==> src/rtl/dcache_ctrl.sv <==
// dcache_ctrl: sequencing FSM for the 2-way set-associative data cache.
// Handles miss (writeback + two-word line fill), snoop response with
// preemption of not-yet-granted bus requests, and the halt-time flush.
// Ports:
//   CLK, nRST           clock, synchronous active-low reset
//   dmemREN/WEN/addr    datapath request; halt starts the flush
//   hit, lru, vic_*     access-logic decisions for the indexed set / victim
//   snp_dirty           snooped line present and dirty
//   dwait, dload        bus handshake (dload is written by the array itself)
//   ccwait/ccinv/addr   coherence snoop request from the bus controller
//   dREN/dWEN/daddr/dstore, cctrans/ccwrite   bus side
//   snoop               access logic decodes ccsnoopaddr
//   fill_en/way/word    array fill strobe; flush_idx {way,set}; flushed sticky
module dcache_ctrl #(
  parameter int SETS = 8
) (
  input  logic                    CLK,
  input  logic                    nRST,
  input  logic                    dmemREN,
  input  logic                    dmemWEN,
  input  logic [31:0]             dmemaddr,
  input  logic                    halt,
  input  logic                    hit,
  input  logic                    lru,
  input  logic                    vic_valid,
  input  logic                    vic_dirty,
  input  logic [31-$clog2(SETS)-3+1-1:0] vic_tag,
  input  logic [63:0]             vic_data,
  input  logic                    snp_dirty,
  input  logic                    dwait,
  input  logic [31:0]             dload,
  input  logic                    ccwait,
  input  logic                    ccinv,
  input  logic [31:0]             ccsnoopaddr,
  output logic                    dREN,
  output logic                    dWEN,
  output logic [31:0]             daddr,
  output logic [31:0]             dstore,
  output logic                    cctrans,
  output logic                    ccwrite,
  output logic                    snoop,
  output logic                    fill_en,
  output logic                    fill_way,
  output logic                    fill_word,
  output logic [$clog2(SETS):0]   flush_idx,
  output logic                    flushed
);
  localparam int IW = $clog2(SETS);

  typedef enum logic [3:0] {
    IDLE, WB0, WB1, LD0, LD1, SNP, SWB0, SWB1, FLUSH, FWB0, FWB1, HALTED
  } state_t;

  state_t state;
  state_t ret;   // where to go once a snoop has been serviced

  logic          miss_req, vic_wb, preempt, last_idx, wrd;
  logic [IW-1:0] set_sel;

  // dload is consumed by the array; invalidation is handled by access logic.
  logic unused;
  assign unused = ^{dload, ccinv, dmemaddr[2:0]};

  assign miss_req = (dmemREN | dmemWEN) & ~hit;
  assign vic_wb   = vic_valid & vic_dirty;
  assign last_idx = &flush_idx;
  // A first-word request still waiting for grant yields to an incoming snoop.
  assign preempt  = ((state == WB0) || (state == LD0)) && ccwait && dwait;
  assign wrd      = (state == WB1) || (state == LD1) || (state == SWB1) || (state == FWB1);
  assign set_sel  = ((state == FWB0) || (state == FWB1)) ? flush_idx[IW-1:0]
                                                         : dmemaddr[IW+2:3];

  always_ff @(posedge CLK) begin
    if (!nRST) begin
      state     <= IDLE;
      ret       <= IDLE;
      flush_idx <= '0;
      flushed   <= 1'b0;
    end else begin
      case (state)
        IDLE: begin
          if (ccwait) begin
            state <= SNP;
            ret   <= IDLE;
          end else if (halt)   state <= FLUSH;
          else if (miss_req)   state <= vic_wb ? WB0 : LD0;
        end
        WB0: begin
          if (preempt) begin
            state <= SNP;
            ret   <= WB0;
          end else if (!dwait) state <= WB1;
        end
        WB1: if (!dwait) state <= LD0;
        LD0: begin
          if (preempt) begin
            state <= SNP;
            ret   <= LD0;
          end else if (!dwait) state <= LD1;
        end
        LD1: if (!dwait) state <= IDLE;
        SNP: begin
          if (snp_dirty) state <= SWB0;
          else if (!ccwait) begin
            state <= ret;
            ret   <= IDLE;
          end
        end
        SWB0: if (!dwait) state <= SWB1;
        SWB1: begin
          if (!dwait) begin
            state <= ret;
            ret   <= IDLE;
          end
        end
        FLUSH: begin
          if (ccwait) begin
            state <= SNP;
            ret   <= FLUSH;
          end else if (vic_wb) state <= FWB0;
          else if (last_idx) begin
            state   <= HALTED;
            flushed <= 1'b1;
          end else flush_idx <= flush_idx + 1'b1;
        end
        FWB0: if (!dwait) state <= FWB1;
        FWB1: begin
          if (!dwait) begin
            if (last_idx) begin
              state   <= HALTED;
              flushed <= 1'b1;
            end else begin
              state     <= FLUSH;
              flush_idx <= flush_idx + 1'b1;
            end
          end
        end
        HALTED: begin
          if (ccwait) begin
            state <= SNP;
            ret   <= HALTED;
          end
        end
        default: state <= IDLE;
      endcase
    end
  end

  always_comb begin
    dREN      = 1'b0;
    dWEN      = 1'b0;
    daddr     = '0;
    dstore    = '0;
    cctrans   = 1'b0;
    ccwrite   = 1'b0;
    snoop     = 1'b0;
    fill_en   = 1'b0;
    fill_way  = 1'b0;
    fill_word = 1'b0;
    case (state)
      WB0, WB1, FWB0, FWB1: begin
        dWEN   = ~preempt;
        daddr  = {vic_tag, set_sel, wrd, 2'b00};
        dstore = wrd ? vic_data[63:32] : vic_data[31:0];
      end
      LD0, LD1: begin
        dREN      = ~preempt;
        cctrans   = ~preempt;
        ccwrite   = dmemWEN & ~preempt;
        daddr     = {dmemaddr[31:3], wrd, 2'b00};
        // nRST gate: a word landing while reset is held is never committed.
        fill_en   = nRST & ~dwait;
        fill_way  = lru;
        fill_word = wrd;
      end
      SNP: begin
        snoop   = 1'b1;
        cctrans = 1'b1;
        ccwrite = snp_dirty;
      end
      SWB0, SWB1: begin
        snoop   = 1'b1;
        ccwrite = 1'b1;
        daddr   = {ccsnoopaddr[31:3], wrd, 2'b00};
        dstore  = wrd ? vic_data[63:32] : vic_data[31:0];
      end
      default: ;
    endcase
  end
endmodule

==> config.mk <==
export PLATFORM = sky130hd
export DESIGN_NAME = dcache_ctrl
export DESIGN_NICKNAME = d
export VERILOG_FILES = /design/src/rtl/dcache_ctrl.sv
export SDC_FILE = /design/constraint.sdc
export NUM_CORES = 1
export LEC_CHECK = 0
export ABC_CLOCK_PERIOD_IN_PS = 2400
export CORE_AREA = 8 8 102 104
export DETAILED_ROUTE_END_ITERATION = 8
export DIE_AREA = 0 0 110 112
export PLACE_DENSITY = 0.83
export SYNTH_ARGS = -nofsm -noshare
export SYNTH_HDL_FRONTEND = slang
export SYNTH_SLANG_ARGS = --single-unit
==> constraint.sdc <==
create_clock -name CLK -period 2.4 [get_ports CLK]
set_clock_uncertainty 0.05 [all_clocks]
set_input_delay 0.48 -clock CLK [delete_from_list [all_inputs] [get_ports CLK]]
set_output_delay 0.48 -clock CLK [all_outputs]
set_load 0.02 [all_outputs]
# Yosys cells after proc, flatten, opt, wreduce, memory -nomap -nowiden
# Index checks and enable logic that the tools add are counted.
# totals
reg_bits	13
latch_bits	0
ram_bits	0
rom_bits	0
output_inout_bits	77
wordCells	115
memories	0
# classes
n_addsub	1
multipliers	0
n_div	0
magnitude_cmp	0
eq_ne	31
shift	0
mux	52
n_bitwise	8
n_reduce_logical	19
# ops
operator	count
$mux 4	30
$pmux 32 s3	1
$mux 32	2
$pmux 4 s12	1
$ne 2x2->1 const B	15
$pmux 4 s7	1
$eq 4x3->1 const B	4
$eq 4x4->1 const B	4
$reduce_and 12->1	1
$mux 1	10
$ne 3x3->1 const B	3
$reduce_and 9->1	1
$eq 4x2->1 const B	2
$ne 4x4->1 const B	2
$pmux 4 s2	1
$reduce_and 4->1	2
$reduce_bool 7->1	1
$reduce_or 6->1	1
$logic_or 1x1->1	5
$add 4x1->4 const B	1
$and 1x1->1	4
$eq 4x1->1 const B	1
$logic_not 4->1	1
$mux 2	2
other kinds (10)	15

# Depth between registers and ports, before layout
# logic_depth
depth_word	7
ltp_mapped	8
depth_no_buf	6

# Least setup slack after synthesis
# No wires, ideal clock.
# synth_timing
path_type	register -> output
start	register state[3]
end	output ccwrite
arrival_time_ns	1.712
required_time_ns	1.870
path_slack_ns	0.158
path_stages_with_launch	8
n_path_buf	3
path_cell_list	dfxtp_1 buf_2 inv_1 clkbuf_1 and2_1 buf_2 nor2b_1 o2bb2ai_1
# synth_between
elab_chain_len	7
elab_cells_between_ends	14
cone_classes	6 x eq/ne; 1 x mux; 2 x bitwise; 5 x reduce/logical
# synth_lines
element	line	source
start, declared	54	state_t state;
start signal, assigned	86	else if (miss_req) state <= vic_wb ? WB0 : LD0;
start signal, assigned	105	state <= ret;
start signal, assigned	112	state <= ret;
$eq 4x1->1 or $eq 4x2->1 (tied branches)	68, 160	
$logic_or 1x1->1	68	assign preempt = ((state == WB0) || (state == LD0)) && ccwait && dwait;
$logic_and 1x1->1 (2 in a row)	68	
$not 1->1	169	ccwrite = dmemWEN & ~preempt;
$and 1x1->1	169	
$pmux 1 s3 *	160	case (state)
end, declared	40	output logic ccwrite,
# Mark *: on every way between the ends. The rest lies on a longest branch, timed or not.

# Worst setup path in the final report
# layout_timing
start	input dwait
end	output dREN
# layout_between
elab_chain_len	3
# layout_lines
element	line	source
start, declared	30	input logic dwait,
$logic_and 1x1->1	68	
$not 1->1	167	dREN = ~preempt;
$mux 1	160	
end, declared	35	output logic dREN,
# No other way between the ends.

==> impl_metrics.py <==
metrics = {
    "worst_setup_path": {
        "end_kind": "output port",
        "crit_required_ns": 1.87,
        "cp_max_fo": 3,
        "ff2ff_setup_slack_ns": 0.41,
        "criticalPathCategory": "in -> out",
        "cp.arrival_ns": 1.83,
        "setup.worst_path.start_class": "input port",
    },
    "outcome": {
        "status": "finished, final reports clean",
    },
    "die": {
        "fp-row-count": 35,
        "core_um2": 8890,
        "start_util": 0.234,
        "die_w_um": 110,
        "io_pins": 276,
        "die-area_um2": 12300,
        "die_h_um": 112,
    },
    "global_routing": {
        "antenna_found_initial": 0,
        "grt.total_usage": 0.183,
        "first_global_vias": 3508,
        "grt_pass1_wl_um": 18200,
        "grt_overflow": 0,
        "grt_max_degree": 33,
    },
    "clock_tree": {
        "cts_max_level": 1,
        "clk_pin_slew_ns": 0.06,
        "clk_latency_ns": 0.24,
        "cts_root_buf": "clkbuf_8",
        "cts_inserted_buffers": 3,
        "clock_sinks": 12,
        "cts_tree": "done",
        "clock_path_buffers": 2,
    },
    "final_layout": {
        "area_growth_pct": 120,
        "drive_gt1_frac": 0.212,
        "multi_input_area_um2": 1700,
        "post-route-util": 0.514,
        "diodes": 0,
        "final_nets": 801,
        "stdcell_count": 711,
        "n_fill_cell": 888,
        "regArea_um2": 243,
        "final_area_um2": 4570,
    },
    "sta": {
        "finalSetupViolCount": 0,
        "slew_viol_final": 0,
        "hold_violations": 0,
        "min_period_ns": 2.36,
        "rsz0062_at_grt": "true",
        "max_slew.worst_pin.slew_ns": 0.690,
        "finalWorstSetupSlack_ns": 0.0410,
        "fmax_mhz": 424,
        "maxSlewHeadroom": 0.539,
        "min_period_over_period": 0.983,
    },
    "logic_synthesis": {
        "synthArstFlopShare": 0,
        "netlist_area_um2": 2080,
        "syn-mean-instance-area_um2": 5.79,
        "synth_cell_type_count": 53,
        "ys_ff_latch": 12,
        "yosys_warnings": 0,
        "syn_inst": 359,
        "synth_edf_count": 0,
        "synth_flop_cell": "dfxtp_1",
        "synth_seq_area_share": 0.116,
    },
    "place": {
        "post-place-cells": 704,
        "pre_cts_ws_ns": -0.395,
        "placed_area_um2": 4690,
        "gp_congestion": 0.897,
        "io_buffers": 234,
        "place_hpwl_um": 9970,
    },
    "routing": {
        "drc": 0,
        "drt_pass1_iterations": 4,
        "drt_iter0_markers": 270,
        "vias": 3495,
        "via_per_inst": 4.92,
        "ant_nets": 0,
        "routedWlPerCell_um": 17.4,
        "wl_um": 12400,
    },
    "power": {
        "power_mw": 5.54,
        "internal_power_mw": 2.42,
        "power_density_nw_per_um2": 1210,
        "seq_power_share": 0.050,
        "comb_power_share": 0.910,
        "power_switching_mw": 3.11,
        "p_clk_frac": 0.040,
        "switching_share": 0.562,
        "p_leak_nw": 2.14,
        "peakVddDrop_mv": 0.721,
    },
    "job": {
        "max_cap_violations": 0,
    },
    "hold_path": {
        "hp-class": "reg -> reg",
    },
}
==> layout by cell type (no fill, tap or decap), drive strengths merged, types with 3 or more instances in the layout <==
cell type	instances
and3	4
o21ai	7
clkbuf	17
dfxtp	12
nor2b	8
buf	85
mux2i	7
a21oi	42
or3	3
nand2b	6
dlygate4sd2	5
nand2	138
a32oi	3
nor3	4
xor2	3
inv	5
a22oi	27
clkdlybuf4s50	165
nor2	11
and2	6
==> timing repair <==
item | CTS | global route
hold buffers | 0 | 0
buffers inserted | 0 | 1
cloned | 1 | 1
pin swaps | 0 | 1
endpoints found under the setup margin | 68 | 64
resized for setup | 223 | 52
==> cell type report <==
class	count	share of cell area
sequential	12	0.0531
inverter	5	0.00411
multi-input combinational	309	0.371
tap	111	0.0304
clock buffer	4	0.0120
timing repair buffer	270	0.529
==> metal layers <==
| layer | up-vias | GRT usage | wire (um) |
|---|---|---|---|
| met4 | 0 | 0.0279 | 87 |
| met5 | - | 0 | 0 |
| met2 | 190 | 0.331 | 6050 |
| met1 | 1582 | 0.206 | 4830 |
| li1 | 1715 | - | - |
| met3 | 8 | 0.0531 | 1410 |
==> state kept, by name, indices dropped and copies added (netlist names) <==
| name | flops |
|---|---|
| flushed | 1 |
| state | 4 |
| ret | 3 |
| flush_idx | 4 |
==> power by group through the flow <==
| stage | registers, mW | logic [mW] | clock network, mW |
|---|---|---|---|
| after detailed placement | 0.277 | 5.40 | 0 |
| after floorplan | 0.263 | 2.88 | 0 |
| after global placement | 0.274 | 5.34 | 0 |
| after global routing | 0.283 | 5.42 | 0.239 |
| final | 0.277 | 5.03 | 0.223 |
| after CTS | 0.278 | 5.12 | 0.226 |
==> worst max-delay path, cell delays in order <==
cell             delay [ns]
clkdlybuf4s50_1        0.43
nor2b_2                0.18
and3_2                 0.26
nor2b_2                0.13
dlygate4sd2_1          0.35
==> cells by family (layout without fill, tap and decap cells) <==
| kind of cell | after synthesis | after routing | synth area share |
|---|---|---|---|
| adder cells (fa/ha/maj) | 1 | 1 | 0.00602 |
| flip-flops | 12 | 12 | 0.116 |
| AO/OA/AOI/OAI | 106 | 106 | 0.335 |
| XOR/XNOR | 4 | 4 | 0.0169 |
| AND/OR/NAND/NOR | 187 | 188 | 0.391 |
| multiplexers | 8 | 8 | 0.0391 |
| buffers and inverters | 40 | 279 | 0.0945 |
| other | 1 | 2 | 0.00180 |
==> path summary, 6_finish.rpt <==
| kind | startpoint | to | cells after the start |
|---|---|---|---|
| worst max-delay path | dwait | dREN | 5 |
| worst min-delay path | ret[3]$_SDFFE_PN0P_ | ret[3]$_SDFFE_PN0P_ | 2 |
| worst max register to register | state[0]$_SDFFE_PN0P_ | ret[1]$_SDFFE_PN0P_ | 7 |
| worst min register to register | ret[3]$_SDFFE_PN0P_ | ret[3]$_SDFFE_PN0P_ | 2 |
==> cell usage after synthesis, types with 3 or more instances <==
cell type / instances / area (um^2)
a21oi_1: 41 / 205
a22oi_1: 27 / 203
a32oi_1: 3 / 26.3
and2_1: 6 / 37.5
and3_1: 4 / 25.0
buf_2: 19 / 95.1
clkbuf_1: 12 / 45.0
dfxtp_1: 12 / 240
inv_1: 4 / 15.0
mux2i_1: 7 / 70.1
nand2_1: 138 / 518
nand2b_1: 6 / 37.5
nor2_1: 10 / 37.5
nor2b_1: 8 / 50.1
nor3_1: 4 / 20.0
o21ai_0: 7 / 35.0
xor2_1: 3 / 26.3
==> metrics by stage <==
step / hold slack, ns / TNS [ns]
detailed placement: 0.403 / -15.77
CTS: 0.413 / 0
floorplan: 0.381 / 0
finish: 0.411 / 0
global route: 0.450 / -0.572
global placement: 0.393 / -13.22
Power figures use the tool's default switching activity.
